### src/rtl/x_delay_line_measure.sv
// Delay-line tap measurement: decodes each captured thermometer snapshot to an edge
// position and reports sum/min/max/bubble over 2**LOG2_SAMPLES samples.
module x_delay_line_measure #(
  parameter int WIDTH        = 32,
  parameter int CNT_W        = 6,
  parameter int LOG2_SAMPLES = 4,
  parameter int SUM_W        = 10
) (
  input  logic             i_clk,
  input  logic             i_rst,
  input  logic             i_start,
  input  logic [WIDTH-1:0] i_data,
  input  logic             i_ready,
  output logic             o_busy,
  output logic             o_valid,
  output logic [SUM_W-1:0] o_sum,
  output logic [CNT_W-1:0] o_min,
  output logic [CNT_W-1:0] o_max,
  output logic             o_err
);

  typedef enum logic [1:0] {IDLE, SETTLE, ACC, DONE} state_t;

  state_t                  state;
  logic [WIDTH-1:0]        data_p0;
  logic [CNT_W-1:0]        pos_p0;
  logic                    bubble_p0;
  logic                    seen_p0;
  logic [1:0]              scnt;
  logic [LOG2_SAMPLES-1:0] acnt;

  // Stage p0: tap capture, free-running regardless of state
  always_ff @(posedge i_clk) begin
    data_p0 <= i_data;
  end

  // Polarity follows bit 0 because the launch flop toggles every cycle
  always_comb begin
    pos_p0    = CNT_W'(WIDTH);
    bubble_p0 = 1'b0;
    seen_p0   = 1'b0;
    for (int j = 1; j < WIDTH; j++) begin
      if (data_p0[j] != data_p0[0]) begin
        if (!seen_p0) pos_p0 = CNT_W'(j);
        seen_p0 = 1'b1;
      end else if (seen_p0) begin
        bubble_p0 = 1'b1;
      end
    end
  end

  // Stage p1: measurement control and accumulation
  always_ff @(posedge i_clk) begin
    if (i_rst) begin
      state   <= IDLE;
      scnt    <= '0;
      acnt    <= '0;
      o_busy  <= 1'b0;
      o_valid <= 1'b0;
      o_sum   <= '0;
      o_min   <= '0;
      o_max   <= '0;
      o_err   <= 1'b0;
    end else begin
      case (state)
        IDLE: begin
          if (i_start) begin
            state  <= SETTLE;
            scnt   <= 2'd1;
            o_busy <= 1'b1;
            o_sum  <= '0;
            o_min  <= CNT_W'(WIDTH);
            o_max  <= '0;
            o_err  <= 1'b0;
          end
        end
        SETTLE: begin
          if (scnt == 2'd2) begin
            state <= ACC;
            acnt  <= '0;
          end else begin
            scnt <= scnt + 2'd1;
          end
        end
        ACC: begin
          o_sum <= o_sum + SUM_W'(pos_p0);
          if (pos_p0 < o_min) o_min <= pos_p0;
          if (pos_p0 > o_max) o_max <= pos_p0;
          o_err <= o_err | bubble_p0;
          acnt  <= acnt + 1'b1;
          if (acnt == '1) begin
            state   <= DONE;
            o_valid <= 1'b1;
          end
        end
        DONE: begin
          if (i_ready) begin
            state   <= IDLE;
            o_valid <= 1'b0;
            o_busy  <= 1'b0;
          end
        end
        default: state <= IDLE;
      endcase
    end
  end

endmodule

### config.mk
export PLATFORM = sky130hd
export DESIGN_NAME = x_delay_line_measure
export DESIGN_NICKNAME = d
export VERILOG_FILES = /design/src/rtl/x_delay_line_measure.sv
export SDC_FILE = /design/constraint.sdc
export NUM_CORES = 1
export LEC_CHECK = 0
export ABC_AREA = 1
export BUFFER_PORTS_ARGS = -buffer_cell sky130_fd_sc_hd__buf_2
export CAP_MARGIN = 10
export CELL_PAD_IN_SITES_DETAIL_PLACEMENT = 0
export CELL_PAD_IN_SITES_GLOBAL_PLACEMENT = 1
export CORE_MARGIN = 2
export CORE_UTILIZATION = 45
export CTS_BUF_LIST = sky130_fd_sc_hd__clkbuf_8
export DETAILED_ROUTE_END_ITERATION = 10
export GPL_TIMING_DRIVEN = 1
export PLACE_DENSITY = 0.95
export SLEW_MARGIN = 20
export SYNTH_ARGS = -nofsm -noshare
export SYNTH_HDL_FRONTEND = slang
export SYNTH_SLANG_ARGS = --single-unit
### constraint.sdc
create_clock -name i_clk -period 5.8 [get_ports i_clk]
set_input_delay 0.29 -clock i_clk [delete_from_list [all_inputs] [get_ports i_clk]]
set_output_delay 0.29 -clock i_clk [all_outputs]
set_load 0.02 [all_outputs]
==> flow_summary_export.csv, run 1 <==
group,metric,value,unit
status,outcome,"completed",
timing,drv_slew,0,
logic_synthesis,synth_seq_cells,65,
timing,relSlewSlack,0.612,
detailed_routing,drt-initial-drc-count,149,
clock_network,clockBufferDepth,2,
global_routing,grt_pass1_wl,14600,um
worst_setup_path,rrSetupSlack,1.60,ns
worst_setup_path,crit_type,"reg2reg",
worst_setup_path,cpMaxStageDelayCell,"buf_4",
timing,worst_pin_slew,0.579,ns
pwr,power_density,333,nW/um^2
clock_network,cts_repair_resize_count,0,
cells_and_area,diodes,0,
detailed_routing,drc,0,
pwr,ir_drop,0.167,mV
worst_setup_path,path_max_fanout,28,
clock_network,clock_latency,0.35,ns
logic_synthesis,synth_flop_cell,"dfxtp_1",
floorplan,coreArea,8640,um^2
timing,skew,0.00610,ns
floorplan,die_w,97.8,um
floorplan,die_y,97.8,um
cells_and_area,most-common-layout-cells,"nand2_1, inv_1, dfxtp_1, buf_2, nor2_1",
timing,rsz0062_at_grt,"false",
hold_path,min_path_type,"in2reg",
place,dpl.hpwl,6640,um
logic_synthesis,mappedNetlistNets,582,
logic_synthesis,synth_edf_count,0,
timing,fin_crit_sh,0.724,
worst_setup_path,path_cells,"buf_4 -> xnor2_1 -> nand2_1 -> nor2_2 -> nand4_4 -> inv_4 -> nand3_1 -> nor2_1 -> nor2_1 -> nand3_1 -> nand3_2 -> inv_1 -> ha_1 -> inv_1 -> fa_1 -> o31ai_1 -> and2_1 -> o21ai_0 -> nand2_1 -> nand2_1 -> nor2_1 -> nand2_1 -> a21oi_1 -> o21a_1",
global_routing,grt_max_degree,29,
place,globalplace.congestion,0.872,
logic_synthesis,yosysUniqueCellTypes,53,
clock_network,holdBufCountCts,0,
worst_setup_path,reg2reg_to,"o_sum[8]$_SDFFE_PP0P_",
logic_synthesis,avgSynthCellArea,7.59,um^2
pwr,p_leak,2.20,nW
floorplan,io_pins,61,
floorplan,initial_core_util,0.459,
timing,period_needed,4.20,ns
timing,setup_tns,0,ns
logic_synthesis,async_reset_ff_frac,0,
timing,clock.fmax,238,MHz
logic_synthesis,synth_top_family_by_area,"simple AND/OR/NAND/NOR gates",
timing,finalHoldViolations,0,
clock_network,cts_tree,"done",
worst_setup_path,cp.arrival,4.50,ns
detailed_routing,avgRoutedWirePerCell,12.1,um
cells_and_area,drive_gt1_frac,0.207,
logic_synthesis,synth-xor-area-share,0.0761,
worst_setup_path,endpoint_kind,"flip-flop",
detailed_routing,ant_nets,0,
cells_and_area,final_common_cell,"nand2_1",
clock_network,clk_pin_slew_worst_paths,0.08,ns
global_routing,overflow,0,
logic_synthesis,synth_compound_area_frac,0.161,
clock_network,cts_buffers,9,
cells_and_area,area_growth,15.4,%
timing,setup_violations,0,
worst_setup_path,r2r_cells,24,
place,io_buffers,60,
global_routing,antenna_found_initial,0,
worst_setup_path,critPathCapture,"o_sum[8]$_SDFFE_PP0P_",
detailed_routing,vias_per_cell,4.99,
global_routing,track_usage,0.184,
logic_synthesis,ys_seq_area_frac,0.328,
clock_network,postCtsSetupRepairBufs,0,
global_routing,grt_pass1_vias,3362,
place,place_area,4340,um^2
clock_network,clock-sinks,65,
logic_synthesis,synth.area.mux_share,0,
logic_synthesis,synth_cells,522,
clock_network,cts_root_buf,"clkbuf_8",
worst_setup_path,start_kind,"flip-flop",
worst_setup_path,cp_common_cell,"nand2_1",
cells_and_area,fin_nets,648,
logic_synthesis,synth_simple_gate_area_share,0.257,
flow_run,maxCapViolations,0,
detailed_routing,num_vias,3495,
worst_setup_path,cpPeakStageDelay,0.46,ns
detailed_routing,dr.pass1.iters,4,
logic_synthesis,synth.yosys.warnings,0,
worst_setup_path,crit_start,"data_p0[0]$_DFF_P_",
floorplan,dieArea,9570,um^2
detailed_routing,drt_wl_total,8450,um
worst_setup_path,r2r-start,"data_p0[0]$_DFF_P_",
clock_network,h-tree-depth,3,
floorplan,rows,34,
worst_setup_path,crit_required,6.10,ns
logic_synthesis,syn_area,3960,um^2
logic_synthesis,synth_fa_ha_area_frac,0.0777,
cells_and_area,fin_area,4570,um^2
## sequential cells by signal, summed over array words and instances, names as in the netlist
signal   flops
acnt         4
data_p0     32
o_busy       1
o_err        1
o_max        6
o_min        6
o_sum       10
o_valid      1
scnt         2
state        2
## worst min-delay path by stage
stage	to	slack, ns	from	cells past startpoint
global placement	data_p0[9]$_DFF_P_	0.39	i_data[9]	1
global route	data_p0[13]$_DFF_P_	0.02	i_data[13]	1
floorplan	data_p0[0]$_DFF_P_	0.32	i_data[0]	0
detailed placement	data_p0[29]$_DFF_P_	0.39	i_data[29]	1
CTS	data_p0[13]$_DFF_P_	0.02	i_data[13]	1
finish	data_p0[16]$_DFF_P_	0.03	i_data[16]	1
## worst max-delay path: cells and delay by family (launching register included)
kind,cells,cell delay (ns)
buffers and inverters,4,0.72
adders and majority gates,2,0.55
xor gates and xnor gates,1,0.21
DFF,1,0.37
AOI/OAI and AO/OA,4,0.63
and+or+nand+nor,13,1.65
## routing by layer
| layer | global-route usage | vias up | part of all wire |
|---|---|---|---|
| li1 | - | 1851 | - |
| met4 | 0.0705 | 0 | 0.019 |
| met3 | 0.0344 | 17 | 0.048 |
| met2 | 0.325 | 71 | 0.48 |
| met5 | 0 | - | 0 |
| met1 | 0.221 | 1556 | 0.45 |
## cell families (layout without fill, tap and decap cells)
group	after synthesis	after routing
compound gates	103	103
xor+xnor	25	25
fa+ha+maj	24	24
buf+inv	94	165
flops	65	65
simple gates	211	211
## stage by stage
step	utilization	hold WS, ns	instances	setup WS (ns)	total power [mW]
after floorplan	-	0.318	522	2.30	0.955
after global placement	0.503	0.392	685	1.75	1.07
after detailed placement	0.503	0.394	685	1.65	1.09
after CTS	0.529	0.0178	701	1.61	1.53
after global routing	0.529	0.0211	701	1.07	1.63
final	0.529	0.0334	701	1.60	1.52
## synthesized netlist by cell type (all sizes together), types with 3 or more instances
master	count	area [um^2]
clkbuf	3	11.3
o22ai	3	18.8
xnor2	23	284
o21ai	27	135
nand3	34	185
a21oi	43	215
o21bai	3	22.5
dfxtp	65	1300
nor2	56	267
buf	3	51.3
nor3	8	40.0
ha	23	288
nand2	99	422
inv	87	329
a211oi	7	52.6
nand4	8	65.1
o221ai	3	26.3
## area by class of cell
cell class,count,area [um^2]
Clock buffer,10,138
Sequential cell,65,1300
Tap cell,108,135
Multi-Input combinational cell,363,2260
Inverter,88,333
Fill cell,838,4070
Clock inverter,6,90.1
Timing Repair Buffer,61,308
## where the power goes
group	switching, mW	leakage [nW]	total, mW	internal, mW
Combinational	0.375	1.55	0.553	0.179
Clock	0.185	0.113	0.440	0.255
Sequential	0.0306	0.538	0.527	0.497
Total	0.591	2.20	1.52	0.930
No activity file was read; power rests on OpenSTA's default activity.
==> run 2: changes to the inputs <==
--- a/config.mk
+++ b/config.mk
@@ -11,11 +11,11 @@
 export CELL_PAD_IN_SITES_DETAIL_PLACEMENT = 0
 export CELL_PAD_IN_SITES_GLOBAL_PLACEMENT = 1
 export CORE_MARGIN = 2
-export CORE_UTILIZATION = 45
+export CORE_UTILIZATION = 39
 export CTS_BUF_LIST = sky130_fd_sc_hd__clkbuf_8
 export DETAILED_ROUTE_END_ITERATION = 10
 export GPL_TIMING_DRIVEN = 1
-export PLACE_DENSITY = 0.95
+export PLACE_DENSITY = 0.89
 export SLEW_MARGIN = 20
 export SYNTH_ARGS = -nofsm -noshare
 export SYNTH_HDL_FRONTEND = slang
==> constraint.sdc (replaced) <==
create_clock -name i_clk -period 3.65 [get_ports i_clk]
set_input_delay 0.1825 -clock i_clk [delete_from_list [all_inputs] [get_ports i_clk]]
set_output_delay 0.1825 -clock i_clk [all_outputs]
set_load 0.02 [all_outputs]
==> run 2 against run 1 <==
Against the previous run: design area up 21%; worst hold slack improved by 0.12 ns; sequential power is 61% higher; sequential share of layout area decreased by 4.8 points.
==> flow_summary_export.csv, run 2 (synthesized netlist as in run 1, its figures left out) <==
group,metric,value,unit
global_routing,track_usage,0.181,
flow_run,maxCapViolations,0,
hold_path,hp-start,"i_ready",
detailed_routing,vias_per_cell,4.83,
place,dpl.hpwl,7060,um
timing,clock.fmax,281,MHz
floorplan,dieArea,11000,um^2
status,outcome,"completed",
floorplan,die_y,105,um
detailed_routing,num_vias,3819,
timing,skew,0.0113,ns
floorplan,die_w,105,um
clock_network,clockBufferDepth,2,
timing,setup_violations,0,
worst_setup_path,crit_buf_inv,5,
pwr,power_density,473,nW/um^2
detailed_routing,met2_wirelength,4920,um
clock_network,clock-sinks,65,
global_routing,overflow,0,
detailed_routing,wl_met3,420,um
worst_setup_path,cpMaxStageDelayCell,"dfxtp_4",
clock_network,clk_pin_slew_worst_paths,0.08,ns
floorplan,initial_core_util,0.403,
hold_path,min_path_type,"in2reg",
cells_and_area,largest_reg_flops,32,
clock_network,cts_buffers,9,
timing,relSlewSlack,0.720,
worst_setup_path,endpoint_kind,"flip-flop",
floorplan,coreArea,9820,um^2
clock_network,cts_root_buf,"clkbuf_8",
global_routing,grt_pass1_vias,3612,
floorplan,rows,36,
timing,fin_crit_sh,0.976,
detailed_routing,highest_layer,"met4",
cells_and_area,top_register,"data_p0",
cells_and_area,diodes,0,
detailed_routing,avgRoutedWirePerCell,12.6,um
worst_setup_path,start_kind,"flip-flop",
timing,worst_pin_slew,0.420,ns
cells_and_area,fin_nets,713,
detailed_routing,drc,0,
worst_setup_path,critPathTopFamily,"simple AND/OR/NAND/NOR gates",
worst_setup_path,cp.arrival,3.86,ns
clock_network,cts_tree,"done",
cells_and_area,area_growth,39.3,%
floorplan,io_pins,61,
timing,hold_ws,0.149,ns
detailed_routing,dr.pass1.iters,4,
cells_and_area,drive_gt1_frac,0.295,
worst_setup_path,crit_start,"data_p0[0]$_DFF_P_",
clock_network,clock_latency,0.36,ns
timing,rsz0062_at_grt,"true",
cells_and_area,utilization,0.562,
cells_and_area,largestRegisters,"data_p0: 32 flops, o_sum: 10 flops",
worst_setup_path,path_max_fanout,11,
timing,finalHoldViolations,0,
timing,period_needed,3.56,ns
place,io_buffers,60,
place,globalplace.congestion,0.897,
timing,setup_tns,0,ns
clock_network,h-tree-depth,3,
pwr,p_leak,2.58,nW
cells_and_area,most-common-layout-cells,"inv_1, nand2_1, dfxtp_1, buf_2, nor2_1",
detailed_routing,met1_length,4530,um
timing,drv_slew,0,
worst_setup_path,crit_type,"reg2reg",
detailed_routing,drt_wl_total,10000,um
global_routing,grt_pass1_wl,16300,um
worst_setup_path,path_cells,"buf_12 -> buf_16 -> xnor2_4 -> nand3_1 -> nor2_2 -> nand3_4 -> o21bai_1 -> inv_1 -> nand3_2 -> nand3_2 -> inv_2 -> ha_4 -> inv_2 -> fa_2 -> o31ai_4 -> and2_4 -> o21ai_2 -> nand2_1 -> nand2_1 -> nor2_2 -> nand2_2 -> a21oi_2 -> o21a_1",
global_routing,grt_max_degree,21,
worst_setup_path,cpPeakStageDelay,0.39,ns
global_routing,antenna_found_initial,0,
detailed_routing,ant_nets,0,
pwr,ir_drop,0.249,mV
worst_setup_path,crit_required,3.95,ns
detailed_routing,drt-initial-drc-count,119,
worst_setup_path,r2r-start,"data_p0[0]$_DFF_P_",
## run 2: timing repair
action	4_1_cts	5_1_grt
pin swaps	1	12
endpoints found under the hold margin	32	0
setup endpoints to repair	2	17
hold buffers	32	0
buffers inserted	0	5
gates cloned	0	1
gates resized for setup	3	61
## run 2: final timing paths
check	cells past startpoint	end	slack, ns
worst min register to register	2	scnt[1]$_SDFFE_PP0P_	0.46
worst max-delay path	23	o_sum[8]$_SDFFE_PP0P_	0.09
worst min-delay path	4	o_busy$_SDFFE_PP0P_	0.15
worst max register to register	23	o_sum[8]$_SDFFE_PP0P_	0.09
## run 2: layout make-up
cell class | count | area [um^2]
well taps | 133 | 166
repair buffers | 126 | 942
flip-flops and latches | 65 | 1310
fillers | 932 | 4300
clock inverters | 5 | 78.8
multi-input cells | 363 | 2530
inverters | 88 | 338
clock buffers | 11 | 151
## run 2: per-stage QoR
| step | std cells | total power, mW | setup slack, ns | area, um^2 |
|---|---|---|---|---|
| 2_1_floorplan | 522 | 1.52 | 0.155 | 3960 |
| 3_3_place_gp | 737 | 1.79 | 0.0308 | 4600 |
| 3_5_place_dp | 737 | 1.82 | -0.0220 | 4600 |
| 4_1_cts | 785 | 2.56 | 0.0241 | 5160 |
| 5_1_grt | 791 | 2.81 | -0.192 | 5520 |
| 6_report | 791 | 2.61 | 0.0888 | 5520 |
## run 2: routing by layer
| layer | GRT usage | vias to the layer above |
|---|---|---|
| met5 | 0 | - |
| met4 | 0.0543 | 0 |
| met3 | 0.0487 | 16 |
| met2 | 0.303 | 96 |
| met1 | 0.227 | 1718 |
| li1 | - | 1989 |
## run 2: where the power goes
part / leakage (nW) / switching [mW] / total (mW) / internal [mW]
Clock: 0.113 / 0.293 / 0.712 / 0.419
Combinational: 1.92 / 0.640 / 1.05 / 0.409
Sequential: 0.539 / 0.0583 / 0.847 / 0.789
## run 2: worst min-delay path, stage by stage
cell,delay (ns)
buf_2,0.09
inv_1,0.03
nand2_1,0.08
a31oi_1,0.09
